`src/rtl/imem_boot_loader.sv`:
```
// Streams a program image into instruction memory and holds the CPU in reset.
// Optional checksum check enabled by defining LOADER_CHECKSUM_EN.
module imem_boot_loader #(
  parameter int ADDR_W      = 8,
  parameter int HOLD_CYCLES = 4
) (
  input  logic              clk,
  input  logic              reset,
  input  logic              load_start,
  input  logic [ADDR_W:0]   load_count,
  input  logic              in_valid,
  input  logic [31:0]       in_data,
`ifdef LOADER_CHECKSUM_EN
  input  logic [31:0]       expected_sum,
`endif
  output logic              in_ready,
  output logic              write_signal,
  output logic [31:0]       write_address,
  output logic [31:0]       instruction_write,
  output logic              instruction_reset,
  output logic              cpu_reset,
  output logic              busy,
  output logic              done,
  output logic              error
);

  typedef enum logic [2:0] {
    S_IDLE,
    S_CLEAR,
    S_LOAD,
    S_HOLD,
    S_RUN,
    S_ERROR
  } state_t;

  localparam logic [ADDR_W:0] MAX_CNT = {1'b1, {ADDR_W{1'b0}}};
  localparam int HW = (HOLD_CYCLES > 1) ? $clog2(HOLD_CYCLES) : 1;
  localparam logic [HW-1:0] HOLD_LAST = HW'(HOLD_CYCLES - 1);

  state_t            state, state_n;
  logic [ADDR_W:0]   cnt;
  logic [ADDR_W:0]   idx;
  logic [HW-1:0]     hold_cnt;
  logic [ADDR_W-1:0] waddr;
  logic              accept;
  logic              last;
  logic              start_ok;
  logic              load_ok;
  logic              zero_ok;

  assign in_ready = (state == S_LOAD) & ~reset;
  assign accept   = in_ready & in_valid;
  assign last     = (idx == cnt - 1'b1);
  assign start_ok = load_start &
                    ((state == S_IDLE) | (state == S_RUN) |
                     (state == S_ERROR));

`ifdef LOADER_CHECKSUM_EN
  logic [31:0] sum_q;
  assign load_ok = ((sum_q + in_data) == expected_sum);
  assign zero_ok = (expected_sum == 32'd0);

  // Running modulo-2^32 sum of accepted words
  always_ff @(posedge clk) begin
    if (reset)
      sum_q <= '0;
    else if (state == S_CLEAR)
      sum_q <= '0;
    else if (accept)
      sum_q <= sum_q + in_data;
  end
`else
  assign load_ok = 1'b1;
  assign zero_ok = 1'b1;
`endif

  // State register
  always_ff @(posedge clk) begin
    if (reset)
      state <= S_IDLE;
    else
      state <= state_n;
  end

  // Next-state logic
  always_comb begin
    state_n = state;
    unique case (state)
      S_IDLE:  if (load_start) state_n = S_CLEAR;
      S_CLEAR: begin
        if (cnt == '0)
          state_n = zero_ok ? S_HOLD : S_ERROR;
        else
          state_n = S_LOAD;
      end
      S_LOAD:  if (accept && last)
                 state_n = load_ok ? S_HOLD : S_ERROR;
      S_HOLD:  if (hold_cnt == HOLD_LAST) state_n = S_RUN;
      S_RUN:   if (load_start) state_n = S_CLEAR;
      S_ERROR: if (load_start) state_n = S_CLEAR;
      default: state_n = S_IDLE;
    endcase
  end

  // Word count latch, word index and hold timer
  always_ff @(posedge clk) begin
    if (reset) begin
      cnt      <= '0;
      idx      <= '0;
      hold_cnt <= '0;
    end else begin
      if (start_ok)
        cnt <= (load_count > MAX_CNT) ? MAX_CNT : load_count;
      if (state == S_CLEAR) begin
        idx      <= '0;
        hold_cnt <= '0;
      end else begin
        if (accept)
          idx <= idx + 1'b1;
        if (state == S_HOLD)
          hold_cnt <= hold_cnt + 1'b1;
      end
    end
  end

  // Registered instruction-memory write port
  always_ff @(posedge clk) begin
    if (reset) begin
      write_signal      <= 1'b0;
      waddr             <= '0;
      instruction_write <= '0;
    end else begin
      write_signal <= accept;
      if (accept) begin
        waddr             <= idx[ADDR_W-1:0];
        instruction_write <= in_data;
      end
    end
  end

  assign write_address = 32'(waddr);

  assign cpu_reset         = reset | (state != S_RUN);
  assign instruction_reset = ~reset & (state == S_CLEAR);
  assign busy              = ~reset &
                             ((state == S_CLEAR) | (state == S_LOAD) |
                              (state == S_HOLD));
  assign done              = ~reset & (state == S_RUN);
`ifdef LOADER_CHECKSUM_EN
  assign error             = ~reset & (state == S_ERROR);
`else
  assign error             = 1'b0;
`endif

endmodule

```
`config.mk`:
```
export PLATFORM = sky130hd
export DESIGN_NAME = imem_boot_loader
export DESIGN_NICKNAME = d
export VERILOG_FILES = /design/src/rtl/imem_boot_loader.sv
export SDC_FILE = /design/constraint.sdc
export NUM_CORES = 1
export LEC_CHECK = 0
export ABC_AREA = 1
export CAP_MARGIN = 10
export CORE_MARGIN = 2
export CORE_UTILIZATION = 47
export CTS_BUF_LIST = sky130_fd_sc_hd__clkbuf_4 sky130_fd_sc_hd__clkbuf_8 sky130_fd_sc_hd__clkbuf_16
export DETAILED_ROUTE_END_ITERATION = 7
export MAX_ROUTING_LAYER = met4
export PLACE_DENSITY = 0.85
export RECOVER_POWER = 25
export SLEW_MARGIN = 20
export SYNTH_ARGS = -nofsm -noshare
export SYNTH_HDL_FRONTEND = slang
export SYNTH_SLANG_ARGS = --single-unit
export TNS_END_PERCENT = 10
```
`constraint.sdc`:
```
create_clock -name clk -period 2.4 [get_ports clk]
set_input_delay 0.48 -clock clk [delete_from_list [all_inputs] [get_ports clk]]
set_output_delay 0.48 -clock clk [all_outputs]
set_load 0.01 [all_outputs]
```
==> summary.md, run 1 <==
| Metric | Value |
|---|---|
| Final ANT Viol Nets | 0 |
| Most common cell on crit path | clkdlybuf4s50_1 |
| Initial Util | 49.3% |
| Input/output buffers | 90 |
| Crit Path Category | primary input to output port |
| Register area | 1280 sq um |
| Register share of total power | 39.9% |
| Ratio of final minimum period to clock period | 92.5% |
| Sw Pwr | 1.12 mW |
| Flops & latches, synth | 64 |
| CP startpoint kind | primary input |
| Area of the multi-input gates | 1380 sq um |
| Pleak | 1.82 nW |
| Most frequent cells in the layout | nand2_1, clkdlybuf4s50_1, dfxtp_1, nand3_1, inv_1 |
| Worst vdd ir | 0.541 mV |
| Crit path DAT | 1.74 ns |
| Worst-Skew Late Latency | 0.34 ns |
| Syn avg cell area | 7.30 sq um |
| Worst Skew | 0.00814 ns |
| Synth Cell Area | 2970 sq um |
| Clk pwr share | 29.0% |
| Worst hold path type | flop to flop |
| Worst Slack Setup Final | 0.181 ns |
| Placed Instances | 562 |
| Post-CTS Resized | 2 |
| GRT Total Usage | 20.7% |
| Max-slew headroom at the worst pin | 43.1% |
| CTS Hold Buffers Added | 0 |
| TritonCTS Buffers | 9 |
| Sequential share of the synthesized area | 43.1% |
| EDFF count, synth | 0 |
| Drt first pass iters | 4 |
| RSZ-0062 raised after global routing | no |
| CP Cell Sequence | clkdlybuf4s50_1 > buf_4 > nor2_1 > clkdlybuf4s50_1 |
| Final Hold Fails | 0 |
| Via/cell ratio | 4.81 |
| Die H | 83.5 um |
| Top FF cell, synth | dfxtp_1 |
| Final TNS setup | 0 ns |
| CTS Buffer Depth | 2 |
| DP HPWL | 5.22 mm |
| Post-CTS setup buffers | 0 |
| Rows | 28 |
| Largest cells by area after synthesis | dfxtp_1, nand2_1, nand3_1 |
| Critical-path top delay cell | clkdlybuf4s50_1 |
| Finish-stage setup viols | 0 |
| Die ar. | 6970 sq um |
| Critical path's largest stage delay | 0.54 ns |
| Worst path top cell family by delay | buffers and inverters |
| Max Clock Freq | 451 MHz |
| Initial antenna violation count | 0 |
| Layout Cell Area excl Fill | 4060 sq um |
| Critical Path RT | 1.92 ns |
| Worst-path clk slew | 0.07 ns |
| Ratio of cells with drive above 1 in the final layout | 6.36% |
| Distinct cells, synth | 32 |
| Final Max Slew Viols | 0 |
| Vias | 2782 |
| CTS tree | done |
| Worst-path fanout max | 11 |
| Sw frac | 34.2% |
| Core area | 6030 sq um |
| Total power per unit cell area | 804 nW/um^2 |
| CP endpoint kind | output port |
| Clk sinks | 64 |
| Synth top area share | 43.1% |
| Warnings from Yosys | 0 |
| Area leader, netlist | dfxtp_1 |
| Fin nets | 547 |
| GRT Residual Overflow | 0 |
| Number of fill cells | 522 |
| Routability Congestion | 0.854 |
| Mapped Cells | 407 |
| Max_cap viols | 0 |
| Post-Place Setup Slack | 0.101 ns |
| Clock Root Buffer | clkbuf_8 |
| Number of global-route vias before repair | 2682 |
| H-tree depth | 3 |
| Drc violations | 0 |
| Int Power | 2.14 mW |
| Synthesis-to-finish area growth | 36.5% |
| Pin count of the biggest net entering global routing | 46 |
| Die Wd | 83.5 um |
| ANT cells | 0 |
| Final WL | 6.97 mm |
| Detailed Route Iter0 Violations | 135 |
| Final worst path period need | 2.22 ns |
| FFs w/ async S/R, synth | 0% |
| Commonest non-fill, non-tap cell in the layout | nand2_1 |
| I/O pin cnt | 116 |
| CP bufs+invs | 3 |
| Combinational Power Share | 31.1% |
| Post-placement cell area | 3860 sq um |
| Status | finished, final reports clean |
| Slew @ Worst Pin | 0.854 ns |
| First-pass GRT wire length | 11.7 mm |
| Wire per inst | 12.1 um |
| Fin cells | 578 |
==> sequential cells by signal, summed over array words and instances, names as in the netlist <==
register	count
cnt	9
state	3
write_signal	1
hold_cnt	2
idx	9
waddr	8
instruction_write	32
==> worst min-delay path: cells and delay by family (launching register included) <==
kind	cells	cell delay (ns)
DFF	1	0.31
and+or+nand+nor	2	0.11
==> power groups by stage <==
stage	logic [mW]	registers [mW]	clock network (mW)
2_1_floorplan	0.654	1.33	0
3_3_place_gp	0.990	1.31	0
3_5_place_dp	1.03	1.32	0
4_1_cts	1.03	1.30	0.961
5_1_grt	1.14	1.32	1.02
6_report	1.01	1.30	0.947
==> cells in the mapped netlist (2+ instances only) <==
library cell / count
nor4_1: 2
buf_1: 6
buf_2: 5
xor2_1: 5
nor2_1: 25
buf_4: 25
inv_1: 35
nor3_1: 4
ha_1: 4
dfxtp_1: 64
o21ai_0: 14
nand4_1: 2
inv_2: 2
a211oi_1: 5
nand2_1: 117
nor2_4: 3
nand3_1: 48
xnor2_1: 5
clkbuf_1: 6
nor3b_1: 3
a21oi_1: 14
nor2_2: 3
==> final cells by class <==
cell class / instances / area share [%]
Multi-Input combinational cell: 288 / 34.1
Sequential cell: 64 / 31.6
Timing Repair Buffer: 98 / 23.4
Inverter: 37 / 3.42
Clock buffer: 10 / 3.39
Tap cell: 75 / 2.31
Clock inverter: 6 / 1.67
==> path summary, 6_finish.rpt <==
kind                                            start                                  to  slack [ns]  cells past startpoint
worst min register to register  waddr[7]$_SDFFE_PP0P_               waddr[7]$_SDFFE_PP0P_        0.46                      2
worst max register to register  state[1]$_SDFFE_PP0P_  instruction_write[31]$_SDFFE_PP0P_        0.47                      7
worst max-delay path                            reset                            in_ready        0.18                      4
worst min-delay path            waddr[7]$_SDFFE_PP0P_               waddr[7]$_SDFFE_PP0P_        0.46                      2
==> kinds of logic after synthesis <==
| kind of cell | after synthesis | synth area share (%) |
|---|---|---|
| AND/OR/NAND/NOR | 211 | 31.6 |
| buffers and inverters | 79 | 13.3 |
| flip-flops | 64 | 43.1 |
| AO/OA/AOI/OAI | 38 | 7.16 |
| XOR/XNOR | 10 | 2.95 |
| adder cells (fa/ha/maj) | 4 | 1.68 |
| other | 1 | 0.126 |
==> per-layer routing <==
layer / wire, um / global-route usage, % / vias to the layer above
met5: 0 / - / -
met4: 98 / 6.60 / 0
met3: 419 / 5.34 / 12
met2: 3460 / 34.6 / 89
met1: 2990 / 24.4 / 1254
li1: - / - / 1427
==> metrics by stage <==
stage / hold slack, ns / power, mW / util (%)
detailed placement: 0.456 / 2.35 / 64.0
CTS: 0.466 / 3.29 / 67.5
finish: 0.462 / 3.26 / 67.3
global placement: 0.449 / 2.30 / 64.0
floorplan: 0.449 / 1.98 / -
global route: 0.483 / 3.48 / 67.3
No activity file was read; power rests on OpenSTA's default activity.
==> inputs of run 2 (changes only) <==
Settings changed: CORE_MARGIN 2 to 4, CORE_UTILIZATION 47 to 64, CTS_CLUSTER_SIZE set to 28, DONT_BUFFER_PORTS set to 1, PLACE_DENSITY 0.85 to 0.8.
==> summary.md, run 2 (same netlist as run 1, synthesis figures left out) <==
| Metric | Value |
|---|---|
| Status | finished, final reports clean |
| Pin count of the biggest net entering global routing | 47 |
| TritonCTS Buffers | 9 |
| CTS Buffer Depth | 2 |
| Wire per inst | 13.6 um |
| Layout Cell Area excl Fill | 3150 sq um |
| Worst vdd ir | 0.637 mV |
| Final worst path period need | 2.03 ns |
| First-pass GRT wire length | 10.4 mm |
| Total power per unit cell area | 1000 nW/um^2 |
| Fin nets | 453 |
| Die H | 76.1 um |
| CTS Hold Buffers Added | 0 |
| RSZ-0062 raised after global routing | no |
| Synthesis-to-finish area growth | 5.89% |
| Die ar. | 5800 sq um |
| Largest regs | instruction_write x32, cnt x9, idx x9 |
| Post-placement cell area | 2910 sq um |
| CTS tree | done |
| DP HPWL | 4.49 mm |
| ANT cells | 0 |
| CP startpoint kind | flop |
| CP startpoint | state[1]$_SDFFE_PP0P_ |
| Post-CTS setup buffers | 0 |
| RR Endpoint | idx[4]$_SDFFE_PP0P_ |
| Post-CTS Resized | 0 |
| Register-to-Register Path Depth | 7 |
| Worst r2r src | state[1]$_SDFFE_PP0P_ |
| Clock Root Buffer | clkbuf_8 |
| Most frequent cells in the layout | nand2_1, dfxtp_1, nand3_1, inv_1 |
| Crit path DAT | 2.29 ns |
| H-tree depth | 3 |
| Final Hold Fails | 0 |
| Ratio of cells with drive above 1 in the final layout | 7.82% |
| Worst Skew | 0.00813 ns |
| Clk sinks | 64 |
| R2r setup slk | 0.37 ns |
| I/O pin cnt | 116 |
| Final WL | 6.28 mm |
| Detailed Route Iter0 Violations | 146 |
| Die Wd | 76.1 um |
| Input/output buffers | 0 |
| Final ANT Viol Nets | 0 |
| Max_cap viols | 0 |
| CP endpoint kind | flop |
| Initial Util | 67.3% |
| Drc violations | 0 |
| Largest Register | instruction_write |
| Number of global-route vias before repair | 2270 |
| Crit path to | idx[4]$_SDFFE_PP0P_ |
| Core area | 4410 sq um |
| Max reg flops | 32 |
| GRT Total Usage | 22.5% |
| Final Max Slew Viols | 0 |
| Routability Congestion | 0.869 |
| Hold Path Depth | 1 |
| Hold_ws | 0.201 ns |
| Rows | 24 |
| Worst hold path type | primary input to flop |
| Pleak | 1.48 nW |
| Via/cell ratio | 5.34 |
| Final TNS setup | 0 ns |
| Max Clock Freq | 493 MHz |
| Placed Instances | 445 |
| Critical Path RT | 2.66 ns |
| GRT Residual Overflow | 0 |
| Fin cells | 461 |
| Worst-Skew Late Latency | 0.34 ns |
| Commonest non-fill, non-tap cell in the layout | nand2_1 |
| Initial antenna violation count | 0 |
| Ratio of final minimum period to clock period | 84.6% |
| Drt first pass iters | 4 |
| Worst-path clk slew | 0.07 ns |
| Vias | 2460 |
| Finish-stage setup viols | 0 |
| Crit Path Category | flop to flop |
| Worst-path fanout max | 25 |
==> run 2: final cells by class <==
type                            count  area [sq um]
Inverter                           37           139
Tap cell                           52          65.1
Timing Repair Buffer                4          42.5
Multi-Input combinational cell    288          1380
Sequential cell                    64          1280
Clock buffer                       12           159
Clock inverter                      4          76.3
Fill cell                         364          1270
==> run 2: power breakdown <==
part           total [mW]  switching [mW]  leakage (nW)  internal, mW
Sequential           1.34           0.143         0.519          1.20
Combinational       0.759           0.506         0.840         0.253
Clock                1.06           0.408         0.116         0.655
Total                3.16            1.06          1.48          2.10
==> run 2: metal layers <==
layer	share of wire [%]	vias up	global-route usage [%]	wire length (um)
li1	-	1241	-	-
met1	41	1095	26.1	2570
met2	47	108	34.0	2950
met3	9.8	16	10.2	617
met4	2.2	0	8.74	136
met5	0	-	-	0
==> run 2: through the flow <==
stage | power, mW | setup WS (ns) | utilization, %
6_report | 3.16 | 0.370 | 71.3
5_1_grt | 3.39 | 0.0773 | 71.3
4_1_cts | 3.18 | 0.350 | 71.3
3_5_place_dp | 2.11 | 0.370 | 66.0
3_3_place_gp | 2.08 | 0.395 | 66.0
2_1_floorplan | 1.98 | 0.564 | -
==> run 2: worst max-delay path, cell delays in order (launching register included) <==
cell,delay [ns]
dfxtp_1,0.42
inv_2,0.08
nor2_4,0.11
nand4_4,0.31
inv_1,0.49
nand3_1,0.20
o21ai_0,0.16
nor3b_1,0.18
==> run 2: worst min path at each step <==
stage	start	endpoint	slack, ns
2_1_floorplan	hold_cnt[1]$_SDFFE_PP0N_	hold_cnt[1]$_SDFFE_PP0N_	0.45
3_3_place_gp	hold_cnt[1]$_SDFFE_PP0N_	hold_cnt[1]$_SDFFE_PP0N_	0.46
3_5_place_dp	hold_cnt[1]$_SDFFE_PP0N_	hold_cnt[1]$_SDFFE_PP0N_	0.47
4_1_cts	reset	cnt[3]$_SDFFE_PP0P_	0.18
5_1_grt	reset	cnt[3]$_SDFFE_PP0P_	0.18
6_report	reset	cnt[3]$_SDFFE_PP0P_	0.20
